### config.mk
export PLATFORM = sky130hd
export DESIGN_NAME = hazard_scoreboard
export DESIGN_NICKNAME = d
export VERILOG_FILES = /design/src/rtl/hazard_scoreboard_pkg.sv /design/src/rtl/hazard_scoreboard_fwd.sv /design/src/rtl/hazard_scoreboard.sv
export SDC_FILE = /design/constraint.sdc
export NUM_CORES = 1
export LEC_CHECK = 0
export BUFFER_PORTS_ARGS = -buffer_cell sky130_fd_sc_hd__buf_4
export CAP_MARGIN = 20
export CORE_ASPECT_RATIO = 2
export CORE_MARGIN = 1
export CORE_UTILIZATION = 30
export CTS_CLUSTER_DIAMETER = 40
export DETAILED_ROUTE_END_ITERATION = 7
export PLACE_DENSITY_LB_ADDON = 0.2
export SLEW_MARGIN = 15
export SYNTH_ARGS = -nofsm -noshare
export SYNTH_HDL_FRONTEND = slang
export SYNTH_HIERARCHICAL = 1
export SYNTH_SLANG_ARGS = --single-unit
### constraint.sdc
create_clock -name clock -period 4.2 [get_ports clock]
set_clock_uncertainty 0.15 [all_clocks]
set_input_delay 0 -clock clock [delete_from_list [all_inputs] [get_ports clock]]
set_output_delay 0 -clock clock [all_outputs]
set_load 0.02 [all_outputs]
### src/rtl/hazard_scoreboard_pkg.sv
// Shared types and defaults for the issue-stage hazard scoreboard.
// FWD_SRC field widths follow the default WAYS/STAGES below.
package sys_defs;

    localparam int DEFAULT_WAYS       = 3;
    localparam int DEFAULT_STAGES     = 2;
    localparam int DEFAULT_LOAD_READY = 1;

    localparam logic [4:0] ZERO_REG = 5'd0;

    localparam int FWD_STAGE_W = (DEFAULT_STAGES > 1) ? $clog2(DEFAULT_STAGES) : 1;
    localparam int FWD_WAY_W   = (DEFAULT_WAYS > 1) ? $clog2(DEFAULT_WAYS) : 1;

    typedef struct packed {
        logic                   hit;
        logic [FWD_STAGE_W-1:0] stage;
        logic [FWD_WAY_W-1:0]   way;
    } FWD_SRC;

    typedef struct packed {
        logic       valid;
        logic [4:0] dest;
        logic       is_load;
    } tbl_entry_t;

    localparam FWD_SRC FWD_NONE = '0;

    // x0 is hardwired, so it can never be produced by an in-flight entry
    function automatic logic entry_match(input tbl_entry_t e, input logic [4:0] op);
        return e.valid && (e.dest == op) && (op != ZERO_REG);
    endfunction

endpackage

### src/rtl/hazard_scoreboard_fwd.sv
// Per-operand producer search over the in-flight table: picks the youngest
// matching producer and flags a match against a load that cannot forward yet.
module fwd_source_select
    import sys_defs::*;
#(
    parameter int WAYS       = DEFAULT_WAYS,
    parameter int STAGES     = DEFAULT_STAGES,
    parameter int LOAD_READY = DEFAULT_LOAD_READY
) (
    input  logic [4:0]                             op_idx_i,
    input  tbl_entry_t [STAGES-1:0][WAYS-1:0]      table_i,
    output FWD_SRC                                 src_o,
    output logic                                   load_not_ready_o
);

    logic match_s;

    // Scan oldest stage first and low way first so later hits overwrite: lowest stage, highest way wins
    always_comb begin
        src_o            = FWD_NONE;
        load_not_ready_o = 1'b0;
        match_s          = 1'b0;
        for (int s = STAGES - 1; s >= 0; s--) begin
            for (int w = 0; w < WAYS; w++) begin
                match_s = entry_match(table_i[s][w], op_idx_i);
                src_o   = match_s ? FWD_SRC'{hit: 1'b1,
                                             stage: FWD_STAGE_W'(s),
                                             way: FWD_WAY_W'(w)} : src_o;
                load_not_ready_o = load_not_ready_o ||
                                   (match_s && table_i[s][w].is_load && (s < LOAD_READY));
            end
        end
    end

endmodule

### src/rtl/hazard_scoreboard.sv
// Issue-stage hazard scoreboard: tracks in-flight destinations, reports
// forwarding sources per operand and how many trailing ways must roll back.
module hazard_scoreboard
    import sys_defs::*;
#(
    parameter int WAYS       = DEFAULT_WAYS,
    parameter int STAGES     = DEFAULT_STAGES,
    parameter int LOAD_READY = DEFAULT_LOAD_READY
) (
    input  logic                          clock,
    input  logic                          reset,
    input  logic [WAYS-1:0]               id_valid,
    input  logic [WAYS-1:0][4:0]          id_rs1,
    input  logic [WAYS-1:0][4:0]          id_rs2,
    input  logic [WAYS-1:0][4:0]          id_dest,
    input  logic [WAYS-1:0]               id_rd_mem,
    input  logic                          pipe_en,
    input  logic                          flush,
    output logic [$clog2(WAYS+1)-1:0]     rollback,
    output FWD_SRC [WAYS-1:0]             fwd_a,
    output FWD_SRC [WAYS-1:0]             fwd_b,
    output logic [31:0]                   rollback_events
);

    localparam int RB_W = $clog2(WAYS + 1);

    tbl_entry_t [STAGES-1:0][WAYS-1:0] table_q;
    tbl_entry_t [STAGES-1:0][WAYS-1:0] table_d;
    logic [31:0]                       rollback_events_q;
    logic [31:0]                       rollback_events_d;

    logic [WAYS-1:0][4:0] op_a_s;
    logic [WAYS-1:0][4:0] op_b_s;
    logic [WAYS-1:0]      nr_a_s;
    logic [WAYS-1:0]      nr_b_s;
    logic [WAYS-1:0]      haz_s;
    logic [WAYS-1:0]      accept_s;
    logic                 blocked_s;
    logic [RB_W-1:0]      rollback_s;

    // Empty ways present x0 to the search so they can never hit the table
    always_comb begin
        op_a_s = '0;
        op_b_s = '0;
        for (int w = 0; w < WAYS; w++) begin
            op_a_s[w] = id_valid[w] ? id_rs1[w] : ZERO_REG;
            op_b_s[w] = id_valid[w] ? id_rs2[w] : ZERO_REG;
        end
    end

    for (genvar w = 0; w < WAYS; w++) begin : g_way
        fwd_source_select #(
            .WAYS       (WAYS),
            .STAGES     (STAGES),
            .LOAD_READY (LOAD_READY)
        ) u_fwd_a (
            .op_idx_i         (op_a_s[w]),
            .table_i          (table_q),
            .src_o            (fwd_a[w]),
            .load_not_ready_o (nr_a_s[w])
        );

        fwd_source_select #(
            .WAYS       (WAYS),
            .STAGES     (STAGES),
            .LOAD_READY (LOAD_READY)
        ) u_fwd_b (
            .op_idx_i         (op_b_s[w]),
            .table_i          (table_q),
            .src_o            (fwd_b[w]),
            .load_not_ready_o (nr_b_s[w])
        );
    end

    // Per-way hazard: unready load in the table, or RAW on an older way of the same bundle
    always_comb begin
        haz_s = '0;
        for (int w = 0; w < WAYS; w++) begin
            haz_s[w] = id_valid[w] & (nr_a_s[w] | nr_b_s[w]);
            for (int k = 0; k < w; k++) begin
                haz_s[w] = haz_s[w] |
                           (id_valid[w] & id_valid[k] & (id_dest[k] != ZERO_REG) &
                            ((id_rs1[w] == id_dest[k]) | (id_rs2[w] == id_dest[k])));
            end
        end
    end

    // The first hazarding way and everything after it are rejected
    always_comb begin
        rollback_s = '0;
        accept_s   = '0;
        blocked_s  = 1'b0;
        for (int w = WAYS - 1; w >= 0; w--) begin
            rollback_s = haz_s[w] ? RB_W'(WAYS - w) : rollback_s;
        end
        for (int w = 0; w < WAYS; w++) begin
            blocked_s   = blocked_s | haz_s[w];
            accept_s[w] = id_valid[w] & ~blocked_s;
        end
    end

    // Table shift/hold/flush and saturating rollback counter next state
    always_comb begin
        table_d           = table_q;
        rollback_events_d = rollback_events_q;
        if (flush) begin
            table_d = '0;
        end else if (pipe_en) begin
            for (int s = STAGES - 1; s >= 1; s--) begin
                table_d[s] = table_q[s-1];
            end
            for (int w = 0; w < WAYS; w++) begin
                table_d[0][w].valid   = accept_s[w];
                table_d[0][w].dest    = accept_s[w] ? id_dest[w] : ZERO_REG;
                table_d[0][w].is_load = accept_s[w] & id_rd_mem[w];
            end
        end else begin
            table_d = table_q;
        end

        if (pipe_en && !flush && (rollback_s != '0) && (rollback_events_q != 32'hFFFF_FFFF)) begin
            rollback_events_d = rollback_events_q + 32'd1;
        end else begin
            rollback_events_d = rollback_events_q;
        end
    end

    // State registers
    always_ff @(posedge clock or negedge reset) begin
        if (!reset) begin
            table_q           <= '0;
            rollback_events_q <= '0;
        end else begin
            table_q           <= table_d;
            rollback_events_q <= rollback_events_d;
        end
    end

    assign rollback        = rollback_s;
    assign rollback_events = rollback_events_q;

endmodule

==> results.md <==
* Critical path data arrival time at slightly below 4 ns
* Highest ir drop seen on vdd at about 0.2 mV
* Setup repair after global routing missed its margin: no
* Final hold violations at 0
* Data required time of the worst path at between 4 and 5 ns
* Worst-path clk slew at 0.06 ns
* Worst Path Max Fanout at 15
* Final wirelength at about 24000 µm
* Layer with the highest usage: met2
* First-pass iteration count of the detailed router at 4
* Crit share post-route at between 90% and 100%
* Post-cts resize count at 0
* Area growth from synthesis to final layout at 24.42%
* Measured slew at the worst slew-check pin at around 0.96 ns
* Element type at the critical path end: register
* Cell Pwr Density at about 260 nW/µm²
* Setup slack of the most critical reg-to-reg path at 0.42 ns
* Global-route wire length before repair at between 30000 and 40000 µm
* Core footprint at 21020 µm²
* Global route overflow at 0
* Crit path launch type: register
* Half-perimeter wire length after placement at 17900 µm
* Number of buffers created by CTS at 9
* GR Util met1 at 23.49%
* Clock sinks at 71
* R2R cell count at 13
* Synthesized net count at roughly 760
* Worst Hold Class: input pin to register
* Final setup violation count at 0
* Highest Clock Rate at ~0.26 GHz
* Starting Density at 30.64%
* Maximum number of pins on one net before global-route repair at a little over 70
* Number of port buffers at around 110
* Depth of the CTS H-tree at 3
* R2r endpoint: rollback_events[27]
* X dimension of the die at around 110 µm
* Filler cell count in the final layout at roughly 2200
* Startpoint of the most critical register-to-register path: table_q[9]
* Clk buf depth at 2
* Number of antenna violations at the first check in global routing at 0
* Fraction of final layout cells with drive strength greater than 1 at 22.56%
* M3 GR Usage at ~2.8%
* Last weighted congestion value of the routability-driven placer at between 0.8 and 0.9
* Clock tree from TritonCTS: built
* Total via count in the routed design at between 5000 and 6000
* Count of unresolved DRC violations after routing at 0
* Combined area of the multi-input logic cells at 4343 µm²
* Post-DR wirelength/cell at 21.71 µm
* Vias in the first global route at between 5000 and 6000
* Site row count at 75
* Outcome: completed
* Max-slew headroom at 35.90%
* Final critical delay including setup and external delays at between 3 and 4 ns
* DRC violation total after the first TritonRoute iteration at about 280
* Die footprint at 22090 µm²
* Maximum Capacitance Violations at 0
* Gate count of the mapped netlist at 700
* Per-instance average area after synthesis at slightly above 9 µm²
* Met2 global-route usage at 40.31%
* Net total in the final layout at just under 900
* CTS Root Cell: sky130_fd_sc_hd__clkbuf_16
* Postcts setup bufs at 0
* Setup Total Neg Slack at 0 ns
* Die height at roughly 210 µm
* Ratio of routed vias to standard cells at roughly 5.2
* Critical Setup Path Class: register to register
* Clock latency on the worst-skew pair at 0.34 ns
* Critical path capture point: rollback_events[27]
* Final core utilization at a little under two fifths
* Antenna Violating Nets Remaining at 0
* Static leakage at between 3 and 4 nW
* Total global routing track utilization at around 22%
* Total area of sequential cells at approximately 1800 µm²
* CP Launch Point: table_q[9]
* Count of boundary I/O pins at 113
* Post-synthesis cell area at between 6000 and 7000 µm²
* Final slew viol count at 0
* Yosys warning total at 6
* Inserted Diodes at 0
registers in the layout, indices dropped and copies added (netlist names):
signal,flops
table_q,39
rollback_events,32
per-stage QoR:
stage	setup slack (ns)	hold WS, ns	instances	area [µm²]	total power, W
after global routing	0.2024	0.1606	1089	8013	0.002215
after global placement	0.4624	0.06065	1051	7470	0.001272
after floorplan	1.025	-0.4456	700	6440	0.001090
final	0.4159	0.1533	1089	8013	0.002117
after detailed placement	0.4056	0.06436	1051	7470	0.001273
after CTS	0.4606	0.1451	1089	8013	0.002143
worst min path at each step:
stage	endpoint	cells past startpoint	start	slack [ns]
2_1_floorplan	rollback_events[0]	0	reset	-0.45
3_3_place_gp	rollback_events[4]	1	reset	0.06
3_5_place_dp	rollback_events[4]	1	reset	0.06
4_1_cts	table_q[20]	5	id_valid[2]	0.15
5_1_grt	table_q[20]	5	id_valid[2]	0.16
6_report	table_q[20]	5	id_valid[2]	0.15
cell type report:
type / instances / area share (%)
Clock buffer: 10 / 2.983
Clock inverter: 6 / 1.046
Inverter: 10 / 0.4685
Multi-Input combinational cell: 571 / 54.20
Sequential cell: 71 / 22.17
Tap cell: 269 / 4.201
Timing Repair Buffer: 152 / 14.93
critical path, stage by stage (launching register included):
cell and delay [ns]:
sky130_fd_sc_hd__dfrtp_1 0.71, sky130_fd_sc_hd__xnor2_1 0.18, sky130_fd_sc_hd__nand4_1 0.14, sky130_fd_sc_hd__nor4_1 0.48, sky130_fd_sc_hd__a222oi_1 0.29, sky130_fd_sc_hd__inv_1 0.15
sky130_fd_sc_hd__o21ai_0 0.22, sky130_fd_sc_hd__o21a_1 0.20, sky130_fd_sc_hd__o31ai_4 0.08, sky130_fd_sc_hd__a21oi_2 0.09, sky130_fd_sc_hd__or3_1 0.38, sky130_fd_sc_hd__buf_4 0.21
sky130_fd_sc_hd__nor4_2 0.25, sky130_fd_sc_hd__xor2_1 0.17
metal layers:
metal / routed length, µm / share of wire (%) / vias to the layer above
li1: - / - / 2655
met1: 8750 / 37 / 2730
met2: 12360 / 52 / 200
met3: 1079 / 4.6 / 63
met4: 1446 / 6.1 / 0
met5: 0 / 0 / -
power by group:
part	internal, W	leakage [nW]	total, W	switching [W]
sequential	0.000708	0.975	0.000778	0.0000699
combinational	0.000231	2.53	0.000498	0.000267
clock	0.000534	0.162	0.000841	0.000307
total	0.00147	3.67	0.00212	0.000644
cells in the final DEF (no fill, tap or decap), drive strengths merged, types with 9 or more instances in the layout:
master       count
buf            130
xnor2          124
xor2           117
dfrtp           71
nor2            48
nand4           43
nor4            39
and2            33
nor3            26
nand2           22
dlygate4sd3     22
a22o            18
mux2i           18
nand3           11
inv             10
and3            10
clkbuf          10
a21o             9
or4              9
timing repair:
action	in CTS	in global routing
hold buffers	22	0
endpoints found under the setup margin	0	0
hold endpoints to repair	107	0
Note: power is estimated with default switching activity, not from simulation.
